$ cat src/rtl/fifo_pkg.sv
// Shared FIFO definitions: default geometry, pointer width helper and the
// request-accept encoding reused by both the sync and async FIFO flavours.
package fifo_pkg;

  localparam int DEF_DSIZE     = 6;
  localparam int DEF_ASIZE     = 4;
  localparam int DEF_AFULL_TH  = 14;
  localparam int DEF_AEMPTY_TH = 2;

  // Outcome of a single write or read request in one cycle.
  typedef enum logic [1:0] {
    ACC_IDLE = 2'b00,
    ACC_OK   = 2'b01,
    ACC_DROP = 2'b10
  } acc_e;

  // One extra bit beyond the address distinguishes full from empty.
  function automatic int ptr_width(input int asize);
    return asize + 1;
  endfunction

  function automatic acc_e access(input logic req, input logic blocked);
    if (!req)
      return ACC_IDLE;
    else if (blocked)
      return ACC_DROP;
    else
      return ACC_OK;
  endfunction

endpackage

$ cat src/rtl/sync_fifo_ram.sv
// DEPTH x DSIZE storage with one write port and one registered read port.
module sync_fifo_ram
  import fifo_pkg::*;
#(
  parameter int DSIZE = DEF_DSIZE,
  parameter int ASIZE = DEF_ASIZE
) (
  input  logic             clk,
  input  logic             we,
  input  logic [ASIZE-1:0] waddr,
  input  logic [DSIZE-1:0] wdata,
  input  logic             re,
  input  logic [ASIZE-1:0] raddr,
  output logic [DSIZE-1:0] rdata
);

  localparam int DEPTH = 1 << ASIZE;

  logic [DSIZE-1:0] mem [DEPTH];

  // NOTE: the array and its read register have no reset so they map onto plain RAM.
  always_ff @(posedge clk) begin
    if (we)
      mem[waddr] <= wdata;
    if (re)
      rdata <= mem[raddr];
  end

endmodule

$ cat src/rtl/sync_fifo.sv
// Single-clock FIFO: pointers, occupancy, threshold flags, sticky errors and
// flush around a reset-free storage array with registered read data.
module sync_fifo
  import fifo_pkg::*;
#(
  parameter int DSIZE     = DEF_DSIZE,
  parameter int ASIZE     = DEF_ASIZE,
  parameter int AFULL_TH  = DEF_AFULL_TH,
  parameter int AEMPTY_TH = DEF_AEMPTY_TH
) (
  input  logic             clk,
  input  logic             rst,
  input  logic             flush,
  input  logic             wclk_en,
  input  logic [DSIZE-1:0] wdata,
  input  logic             rclk_en,
  output logic [DSIZE-1:0] rdata,
  output logic             rvalid,
  output logic             wfull,
  output logic             rempty,
  output logic             almost_full,
  output logic             almost_empty,
  output logic [ASIZE:0]   count,
  output logic             overflow,
  output logic             underflow
);

  localparam int DEPTH = 1 << ASIZE;
  localparam int PW    = ptr_width(ASIZE);

  localparam logic [PW-1:0] FULL_CNT   = PW'(DEPTH);
  localparam logic [PW-1:0] AFULL_CNT  = PW'(AFULL_TH);
  localparam logic [PW-1:0] AEMPTY_CNT = PW'(AEMPTY_TH);

  logic [PW-1:0]    wptr, rptr;
  logic [DSIZE-1:0] ram_q;
  logic             rd_seen;
  logic             wr_ok, rd_ok;
  acc_e             wr_acc, rd_acc;

  assign wfull        = (count == FULL_CNT);
  assign rempty       = (count == '0);
  assign almost_full  = (count >= AFULL_CNT);
  assign almost_empty = (count <= AEMPTY_CNT);

  assign wr_acc = access(wclk_en, wfull);
  assign rd_acc = access(rclk_en, rempty);

  // rst and flush swallow any request in their cycle, including the memory write.
  assign wr_ok = (wr_acc == ACC_OK) && !rst && !flush;
  assign rd_ok = (rd_acc == ACC_OK) && !rst && !flush;

  sync_fifo_ram #(
    .DSIZE (DSIZE),
    .ASIZE (ASIZE)
  ) u_ram (
    .clk   (clk),
    .we    (wr_ok),
    .waddr (wptr[ASIZE-1:0]),
    .wdata (wdata),
    .re    (rd_ok),
    .raddr (rptr[ASIZE-1:0]),
    .rdata (ram_q)
  );

  // The RAM read register is not reset; rdata reads as zero until the first pop after rst.
  assign rdata = rd_seen ? ram_q : '0;

  // NOTE: state updates use <= so every register samples pre-edge values.
  always_ff @(posedge clk) begin
    if (rst) begin
      wptr      <= '0;
      rptr      <= '0;
      count     <= '0;
      rvalid    <= 1'b0;
      overflow  <= 1'b0;
      underflow <= 1'b0;
      rd_seen   <= 1'b0;
    end else if (flush) begin
      wptr      <= '0;
      rptr      <= '0;
      count     <= '0;
      rvalid    <= 1'b0;
      overflow  <= 1'b0;
      underflow <= 1'b0;
    end else begin
      if (wr_ok)
        wptr <= wptr + 1'b1;
      if (rd_ok)
        rptr <= rptr + 1'b1;
      case ({wr_ok, rd_ok})
        2'b10:   count <= count + 1'b1;
        2'b01:   count <= count - 1'b1;
        default: count <= count;
      endcase
      rvalid <= rd_ok;
      if (rd_ok)
        rd_seen <= 1'b1;
      if (wr_acc == ACC_DROP)
        overflow <= 1'b1;
      if (rd_acc == ACC_DROP)
        underflow <= 1'b1;
    end
  end

endmodule

$ cat config.mk
export PLATFORM = sky130hd
export DESIGN_NAME = sync_fifo
export DESIGN_NICKNAME = d
export VERILOG_FILES = /design/src/rtl/fifo_pkg.sv /design/src/rtl/sync_fifo_ram.sv /design/src/rtl/sync_fifo.sv
export SDC_FILE = /design/constraint.sdc
export NUM_CORES = 1
export LEC_CHECK = 0
export BUFFER_PORTS_ARGS = -buffer_cell sky130_fd_sc_hd__buf_2
export CAP_MARGIN = 20
export CELL_PAD_IN_SITES_DETAIL_PLACEMENT = 1
export CELL_PAD_IN_SITES_GLOBAL_PLACEMENT = 1
export CORE_MARGIN = 5
export CORE_UTILIZATION = 51
export DETAILED_ROUTE_END_ITERATION = 8
export PLACE_DENSITY = 0.91
export REMOVE_ABC_BUFFERS = 1
export SYNTH_ARGS = -nofsm -noshare
export SYNTH_HDL_FRONTEND = slang
export SYNTH_SLANG_ARGS = --single-unit
$ cat constraint.sdc
create_clock -name clk -period 4.04 [get_ports clk]
set_input_delay 0.202 -clock clk [delete_from_list [all_inputs] [get_ports clk]]
set_output_delay 0.202 -clock clk [all_outputs]
set_load 0.01 [all_outputs]
==> summary.txt, run 1 <==
Run status
  – Outcome: complete, no violations

Clock network
  – Clk slew on worst S/H paths: 0.06 ns
  – TritonCTS Buffers: 17
  – CTS Root Cell: clkbuf_8
  – H-tree depth: 4
  – CTS tree: built
  – Sink Count: 119
  – Worst-Skew Late Latency: 0.51 ns
  – Bufs on Longest Clock Path: 2
  – Post-CTS sizing: 0

Timing
  – Layout Skew: 0.00877 ns
  – Final setup TNS: 0 ns
  – Least-Margin Pin Slew: 1.02 ns
  – Fmax: 268 MHz
  – Min Tclk post-route: 3.73 ns
  – Final hold viol count: 0
  – Max-slew headroom: 31.7%
  – Final Max Slew Viols: 0
  – Setup repair after global routing missed its margin: false
  – Final setup vio count: 0
  – Period utilisation layout: 92.2%

Place
  – DP Area: 5140 µm²
  – Placed Cells incl. Taps: 461
  – GP Congestion: 0.798
  – PortBufs: 28
  – Dpl hpwl: 7340 µm

Layout
  – Antenna Cells: 0
  – Final instance count without filler cells: 496
  – Nets@finish: 375
  – Fin area: 5730 µm²
  – Layout area overhead: 16.9%
  – Share of layout cells above drive strength 1: 23.4%

Detailed routing
  – DR vias: 2921
  – Residual DRC: 0
  – Final ANT Viol Nets: 0
  – DR WL/cell: 24.6 µm
  – Vias per inst: 5.89
  – Drt pass-1 iters: 4
  – Final WL: 12200 µm
  – Drt initial violations: 352

Logic synthesis
  – Post-Syn Instances: 318
  – Syn Area/Cell: 15.4 µm²
  – Most common cell in the netlist: edfxtp_1
  – Post-synth top flop: edfxtp_1
  – Syn Std Cell Area: 4900 µm²
  – Register area share after synthesis: 69.4%
  – Yosys reg bits: 119
  – Synth area leaders: edfxtp_1, dfxtp_1, mux4_2
  – Most frequent cells after synthesis: edfxtp_1, nor2_1, mux2i_1, dfxtp_1, o21ai_0
  – Area fraction of the dominant cell type after synthesis: 62.5%
  – Leading area contributor after synthesis: edfxtp_1
  – Post-synth EDFFs: 102
  – Synth async-reset ratio: 0%
  – Cell variety after synth: 39
  – Yosys warnings: 0

Pwr
  – P_leak: 1.91 nW
  – Cell Pwr Density: 492 nW/µm²
  – Tot Pwr: 2.82 mW
  – Worst vdd ir: 233 µV

Setup path
  – Crit path required time: 4.48 ns
  – Setup crit end kind: flip-flop
  – Startpoint Class: flip-flop
  – Max FO, Critical Path: 7
  – Data arrival, critical path: 4.16 ns
  – Worst R2R Setup Slack: 0.31 ns
  – Worst setup path class: reg -> reg

GRT
  – Antenna violations before repair: 0
  – Overall routing resource usage: 22.8%
  – Met2 usage: 37.8%
  – First-pass GRT wire length: 19200 µm
  – Largest net degree at the start of global routing: 29
  – Vias in the first global route: 3223
  – Global routing's busiest layer: met2
  – Grt met1 use: 27.8%
  – Aggregate global routing overflow: 0
  – Grt met3 use: 6.45%

Job
  – Max-cap viol count: 0

Die
  – Cell Rows: 35
  – Chip height: 108 µm
  – Boundary Pins: 29
  – Die area: 11700 µm²
  – Die X-Extent: 108 µm
  – Starting Density: 52.6%
  – Core footprint: 9330 µm²

Worst hold path
  – Hold Crit Class: in -> reg
-- final timing paths --
| kind | startpoint | end | depth (start not counted) |
|---|---|---|---|
| max | count[0] | count[4] | 10 |
| min | flush | count[3] | 4 |
| max reg2reg | count[0] | count[4] | 10 |
| min reg2reg | overflow | overflow | 2 |
-- cell families (layout without fill, tap and decap cells) --
logic type | Yosys count | in the layout | share of synthesized area (%)
AND/OR/NAND/NOR | 72 | 72 | 6.94
flip-flops | 119 | 119 | 69.4
XOR/XNOR | 7 | 7 | 1.25
AO/OA/AOI/OAI | 48 | 48 | 6.63
multiplexers | 37 | 37 | 10.8
adder cells (fa/ha/maj) | 10 | 10 | 2.70
buffers and inverters | 25 | 74 | 2.30
-- metrics by stage --
step	utilization, %	hold WS [ns]	setup slack [ns]
floorplan	-	0.301	1.13
global placement	55.1	0.432	0.970
detailed placement	55.1	0.427	0.642
CTS	61.4	0.0632	0.429
global route	61.4	0.0764	0.196
finish	61.4	0.0839	0.314
-- cells in the final DEF (no fill, tap or decap), types with 4 or more instances in the layout --
master        n
edfxtp_1    102
nor2_1       33
buf_2        28
mux2i_1      19
clkbuf_16    16
dfxtp_1      16
o21ai_0      15
nand2_1      13
a21oi_1      13
mux4_2       12
inv_1        10
ha_1          9
and2_1        7
a221oi_1      6
mux2_2        6
a22oi_1       6
nor3_1        5
xor2_1        4
clkinv_4      4
clkinvlp_4    4
-- repair_timing --
item | CTS | global route
hold buffers | 3 | 0
setup buffers | 0 | 0
endpoints found under the hold margin | 3 | 0
-- cell type report --
type | instances | area (µm²)
clock buffer | 18 | 418
clock inverter | 14 | 144
fill | 872 | 3600
inverter | 10 | 37.5
multi-input combinational | 174 | 1390
sequential | 119 | 3400
tap | 129 | 161
timing repair buffer | 32 | 178
-- sequential cells by signal, summed over array words and instances, names as in the netlist --
register,flops
u_ram.mem,96
u_ram.rdata,6
count,5
rptr,4
wptr,4
overflow,1
rd_seen,1
rvalid,1
underflow,1
-- metal layers --
| metal | vias up | share of wire, % |
|---|---|---|
| met3 | 30 | 6.9 |
| li1 | 1283 | - |
| met5 | - | 0 |
| met2 | 134 | 51 |
| met4 | 0 | 3.4 |
| met1 | 1474 | 38 |
-- power by group --
part	internal, mW	leakage (nW)	switching (mW)
Combinational	0.0180	0.593	0.0392
Sequential	1.34	1.06	0.00422
Clock	0.831	0.262	0.588
Total	2.19	1.91	0.631
-- critical path, cell delays in order (launching register included) --
cell and delay (ns):
dfxtp_1 0.37, or4_1 0.70, o21ai_4 0.28, nor2_1 0.20, ha_1 0.34, ha_1 0.35, nor2b_1 0.16, o21ai_0 0.30
nor4b_1 0.56, o21ai_0 0.19, a21oi_1 0.20
Note: power is estimated with default switching activity, not from simulation.
==> run 2: changes to the inputs <==
Settings changed: CORE_ASPECT_RATIO set to 1.4.
==> run 2 against run 1 <==
  * Clock power grew 3%
  * Via count decreased by 1.9%
  * Flip-flop and latch count unchanged
  * Setup slack gained 0.16 ns
  * Total power up 1.4%
  * Critical path depth is the same
  * Combinational power shrank 2%
  * Routed wire length is 1.3% lower
  * Hold slack got worse by 0.058 ns
  * Maximum frequency increased by 4.4%
  * Largest cell class unchanged
  * Largest power group unchanged
  * Highest routed layer unchanged
==> summary.txt, run 2 (synthesized netlist as in run 1, its figures left out) <==
Detailed routing
  – DR vias: 2866
  – Final ANT Viol Nets: 0
  – Drt initial violations: 211
  – Vias per inst: 6.06
  – Drt pass-1 iters: 4
  – DR WL/cell: 25.5 µm
  – Final WL: 12100 µm
  – Residual DRC: 0

Layout
  – Reg with most FFs: u_ram.mem
  – Max reg flops: 96
  – Commonest non-fill, non-tap cell in the layout: edfxtp_1
  – Share of layout cells above drive strength 1: 22.3%
  – Layout area overhead: 16.0%
  – Most frequent cells in the layout: edfxtp_1, nor2_1, buf_2
  – Nets@finish: 373
  – Top flop regs: u_ram.mem x96, u_ram.rdata x6, count x5
  – Antenna Cells: 0
  – Final instance count without filler cells: 473

Setup path
  – Worst R2R Setup Slack: 0.47 ns
  – CP Capture Point: count[4]
  – FF-to-FF path depth: 10
  – Data arrival, critical path: 3.90 ns
  – Reg2reg end: count[4]
  – Critical Path, Cell by Cell: or4_1 -> o21ai_4 -> nor2_1 -> ha_1 -> ha_1 -> nor2b_1 -> o21ai_0 -> nor4b_1 -> o21ai_0 -> a21oi_1
  – Crit path max-delay cell type: or4_1
  – Crit path required time: 4.37 ns
  – Crit path from: count[1]
  – Worst setup path class: reg -> reg
  – CP max stage delay: 0.70 ns
  – R2r startpoint: count[1]
  – Startpoint Class: flip-flop
  – Setup crit end kind: flip-flop
  – Worst path depth: 10
  – Max FO, Critical Path: 7
  – CP top delay family: simple AND/OR/NAND/NOR gates
  – Crit path buf inv count: 0

GRT
  – Antenna violations before repair: 0
  – Grt met1 use: 24.4%
  – Overall routing resource usage: 22.3%
  – Largest net degree at the start of global routing: 19
  – First-pass GRT wire length: 18800 µm
  – Vias in the first global route: 3214
  – Aggregate global routing overflow: 0
  – Met2 usage: 38.9%
  – Grt met3 use: 7.04%
  – Global routing's busiest layer: met2

Clock network
  – Clk slew on worst S/H paths: 0.05 ns
  – H-tree depth: 4
  – Post-CTS sizing: 0
  – CTS tree: built
  – Sink Count: 119
  – Setup repair bufs after CTS: 0
  – CTS Root Cell: clkbuf_16
  – Worst-Skew Late Latency: 0.41 ns
  – Hold Buf Count CTS: 0
  – TritonCTS Buffers: 17
  – Bufs on Longest Clock Path: 2

Timing
  – Period utilisation layout: 88.3%
  – Final hold viol count: 0
  – Max-slew headroom: 30.6%
  – Least-Margin Pin Slew: 1.03 ns
  – Final setup TNS: 0 ns
  – Fmax: 280 MHz
  – Layout Skew: 0.00744 ns
  – Min Tclk post-route: 3.57 ns
  – Final Max Slew Viols: 0
  – Final setup vio count: 0
  – Setup repair after global routing missed its margin: false

Die
  – Die X-Extent: 92.9 µm
  – Cell Rows: 42
  – Boundary Pins: 29
  – Starting Density: 51.8%
  – Die area: 11700 µm²
  – Core footprint: 9460 µm²
  – Chip height: 126 µm

Run status
  – Outcome: complete, no violations

Place
  – GP Congestion: 0.883
  – Placed Cells incl. Taps: 443
  – Dpl hpwl: 7500 µm
  – PortBufs: 28

Pwr
  – Cell Pwr Density: 502 nW/µm²
  – Worst vdd ir: 416 µV
  – P_leak: 1.92 nW

Worst hold path
  – Hold Crit Class: in -> reg

Job
  – Max-cap viol count: 0
==> run 2: cell types whose count changed in the layout (fill, tap and decap cells not counted) <==
cell           change
inv_8              -2
clkinv_4           -3
clkinvlp_4         -3
dlygate4sd3_1      -3
clkinv_2           +3
clkinv_1           +4
clkbuf_16          +1
bufinv_16          +2
clkbuf_8           -1
inv_6              -3
buf_4              +1
==> run 2: final cells by class <==
class,instances,area [µm²]
Timing Repair Buffer,30,155
Clock inverter,12,136
Multi-Input combinational cell,174,1390
Fill cell,857,3770
Clock buffer,18,429
Tap cell,110,138
Sequential cell,119,3400
Inverter,10,37.5
==> run 2: metal layers <==
| metal | vias up | share of wire (%) |
|---|---|---|
| met5 | - | 0 |
| met4 | 0 | 2.7 |
| met3 | 23 | 4.7 |
| met2 | 104 | 55 |
| met1 | 1463 | 37 |
| li1 | 1276 | - |
==> run 2: worst min path at each step <==
stage,start,slack (ns),to,depth (start not counted)
floorplan,wdata[0],0.30,u_ram.mem[0][0],0
global placement,rst,0.42,rd_seen,2
detailed placement,rst,0.45,rd_seen,2
CTS,rst,0.02,rd_seen,2
global route,rst,0.02,rd_seen,2
finish,rst,0.03,rd_seen,2
==> run 2: metrics by stage <==
step / area, µm² / power [mW] / hold slack [ns] / setup WS (ns) / util [%]
5_1_grt: 5690 / 2.94 / 0.0154 / 0.375 / 60.1
4_1_cts: 5690 / 2.87 / 0.0158 / 0.540 / 60.1
6_report: 5690 / 2.86 / 0.0258 / 0.472 / 60.1
3_3_place_gp: 5120 / 1.41 / 0.424 / 0.989 / 54.2
2_1_floorplan: 4830 / 1.39 / 0.301 / 1.13 / -
3_5_place_dp: 5120 / 1.42 / 0.446 / 0.723 / 54.2
==> run 2: report_power, final <==
| part | internal, mW | switching (mW) |
|---|---|---|
| Clock | 0.948 | 0.511 |
| Combinational | 0.0161 | 0.0401 |
| Sequential | 1.34 | 0.00368 |
| Total | 2.30 | 0.555 |
==> run 2: worst register-to-register path, stage by stage, from the launching register on <==
cell	delay [ns]
dfxtp_1	0.38
or4_1	0.70
o21ai_4	0.31
nor2_1	0.22
ha_1	0.34
ha_1	0.36
nor2b_1	0.18
o21ai_0	0.23
nor4b_1	0.41
o21ai_0	0.16
a21oi_1	0.20
==> run 3: changes to the inputs <==
Settings changed: HOLD_SLACK_MARGIN set to 0.15, PLACE_DENSITY 0.91 to 0.76.
==> run 3 against run 2 <==
  * Setup slack better by 0.19 ns
  * Sequential power about the same
  * Via count down 1.1%
  * Critical endpoint unchanged
  * Hold slack better by 0.14 ns
==> summary.txt, run 3 (synthesized netlist as in run 1, its figures left out) <==
Setup path
  – Crit path from: count[0]
  – Data arrival, critical path: 3.71 ns
  – R2r startpoint: count[0]
  – Worst path depth: 10
  – Max FO, Critical Path: 7
  – CP max stage delay: 0.70 ns
  – Crit path required time: 4.38 ns
  – Crit path buf inv count: 0
  – Worst setup path class: reg -> reg
  – CP top delay family: simple AND/OR/NAND/NOR gates
  – Setup crit end kind: flip-flop
  – FF-to-FF path depth: 10
  – Crit path max-delay cell type: or4_1
  – Critical Path, Cell by Cell: or4_1 -> o21ai_4 -> nor2_1 -> ha_1 -> ha_1 -> nor2b_1 -> o21ai_0 -> nor4b_1 -> o21ai_0 -> a21oi_1
  – Startpoint Class: flip-flop

Die
  – Boundary Pins: 29
  – Die area: 11700 µm²
  – Chip height: 126 µm
  – Starting Density: 51.8%
  – Die X-Extent: 92.9 µm
  – Cell Rows: 42
  – Core footprint: 9460 µm²

Detailed routing
  – Drt pass-1 iters: 6
  – DR vias: 2835
  – Final ANT Viol Nets: 0
  – Final WL: 11300 µm
  – Vias per inst: 5.94
  – DR WL/cell: 23.6 µm
  – Drt initial violations: 180
  – Residual DRC: 0

Layout
  – Top flop regs: u_ram.mem x96, u_ram.rdata x6, count x5
  – Layout area overhead: 17.7%
  – Most frequent cells in the layout: edfxtp_1, nor2_1, buf_2
  – Nets@finish: 377
  – Commonest non-fill, non-tap cell in the layout: edfxtp_1
  – Max reg flops: 96
  – Antenna Cells: 0
  – Reg with most FFs: u_ram.mem
  – Share of layout cells above drive strength 1: 22.9%
  – Final instance count without filler cells: 477

Worst hold path
  – Hold path cells: 4
  – Hold Startpoint: flush
  – Hold Crit Class: in -> reg

Timing
  – Fmax: 296 MHz
  – PnR worst setup slack: 0.664 ns
  – Period utilisation layout: 83.6%
  – Least-Margin Pin Slew: 0.990 ns
  – Final hold viol count: 0
  – Layout Skew: 0.00385 ns
  – Min Tclk post-route: 3.38 ns
  – Setup repair after global routing missed its margin: false
  – Final setup vio count: 0
  – Final Max Slew Viols: 0
  – Max-slew headroom: 33.5%
  – Final setup TNS: 0 ns

GRT
  – Vias in the first global route: 3202
  – Largest net degree at the start of global routing: 18
  – Aggregate global routing overflow: 0
  – Overall routing resource usage: 21.1%
  – First-pass GRT wire length: 17900 µm
  – Antenna violations before repair: 0

Place
  – Setup WS pre-CTS: 0.754 ns
  – Dpl hpwl: 7230 µm
  – GP Congestion: 0.834
  – Placed Cells incl. Taps: 443
  – PortBufs: 28

Clock network
  – CTS Root Cell: clkbuf_16
  – Post-CTS sizing: 0
  – Hold Buf Count CTS: 3
  – TritonCTS Buffers: 17
  – H-tree depth: 4
  – Setup repair bufs after CTS: 0
  – CTS tree: built
  – Worst-Skew Late Latency: 0.41 ns
  – Sink Count: 119
  – Clk slew on worst S/H paths: 0.05 ns
  – Bufs on Longest Clock Path: 2

Pwr
  – Cell Pwr Density: 515 nW/µm²
  – P_leak: 1.96 nW
  – Worst vdd ir: 359 µV

Run status
  – Outcome: complete, no violations

Job
  – Max-cap viol count: 0
run 3: final timing paths:
check / endpoint / slack (ns)
hold / removal: count[3] / 0.17
hold reg to reg: overflow / 0.48
setup reg to reg: count[4] / 0.66
setup / recovery: count[4] / 0.66
run 3: layout make-up:
class | count | area, µm²
Clock buffer | 19 | 433
Clock inverter | 11 | 181
Fill cell | 879 | 3690
Inverter | 10 | 37.5
Multi-Input combinational cell | 174 | 1390
Sequential cell | 119 | 3400
Tap cell | 110 | 138
Timing Repair Buffer | 34 | 190
run 3: worst register-to-register path, cell delays in order (launching register included):
cell and delay (ns):
dfxtp_1 0.36, or4_1 0.70, o21ai_4 0.29, nor2_1 0.22, ha_1 0.34, ha_1 0.34, nor2b_1 0.17, o21ai_0 0.23
nor4b_1 0.36, o21ai_0 0.14, a21oi_1 0.15
run 3: layer usage:
layer,vias up,routed length (µm),track usage [%]
met5,-,0,0
met4,0,258,9.58
met3,21,490,6.15
met2,78,6140,36.3
met1,1452,4370,24.2
li1,1284,-,-
run 3: power breakdown:
part           total (mW)  internal, mW  switching [mW]
Combinational      0.0559        0.0179          0.0380
Clock                1.58          1.08           0.499
Sequential           1.34          1.34         0.00332
Total                2.97          2.43           0.541
run 3: stage by stage:
stage / util, % / instance area [µm²] / hold slack, ns / power, mW
after floorplan: - / 4830 / 0.301 / 1.39
after detailed placement: 54.2 / 5120 / 0.465 / 1.42
after global placement: 54.2 / 5120 / 0.430 / 1.42
final: 61.0 / 5770 / 0.169 / 2.97
after CTS: 61.0 / 5770 / 0.166 / 2.99
after global routing: 61.0 / 5770 / 0.178 / 3.07
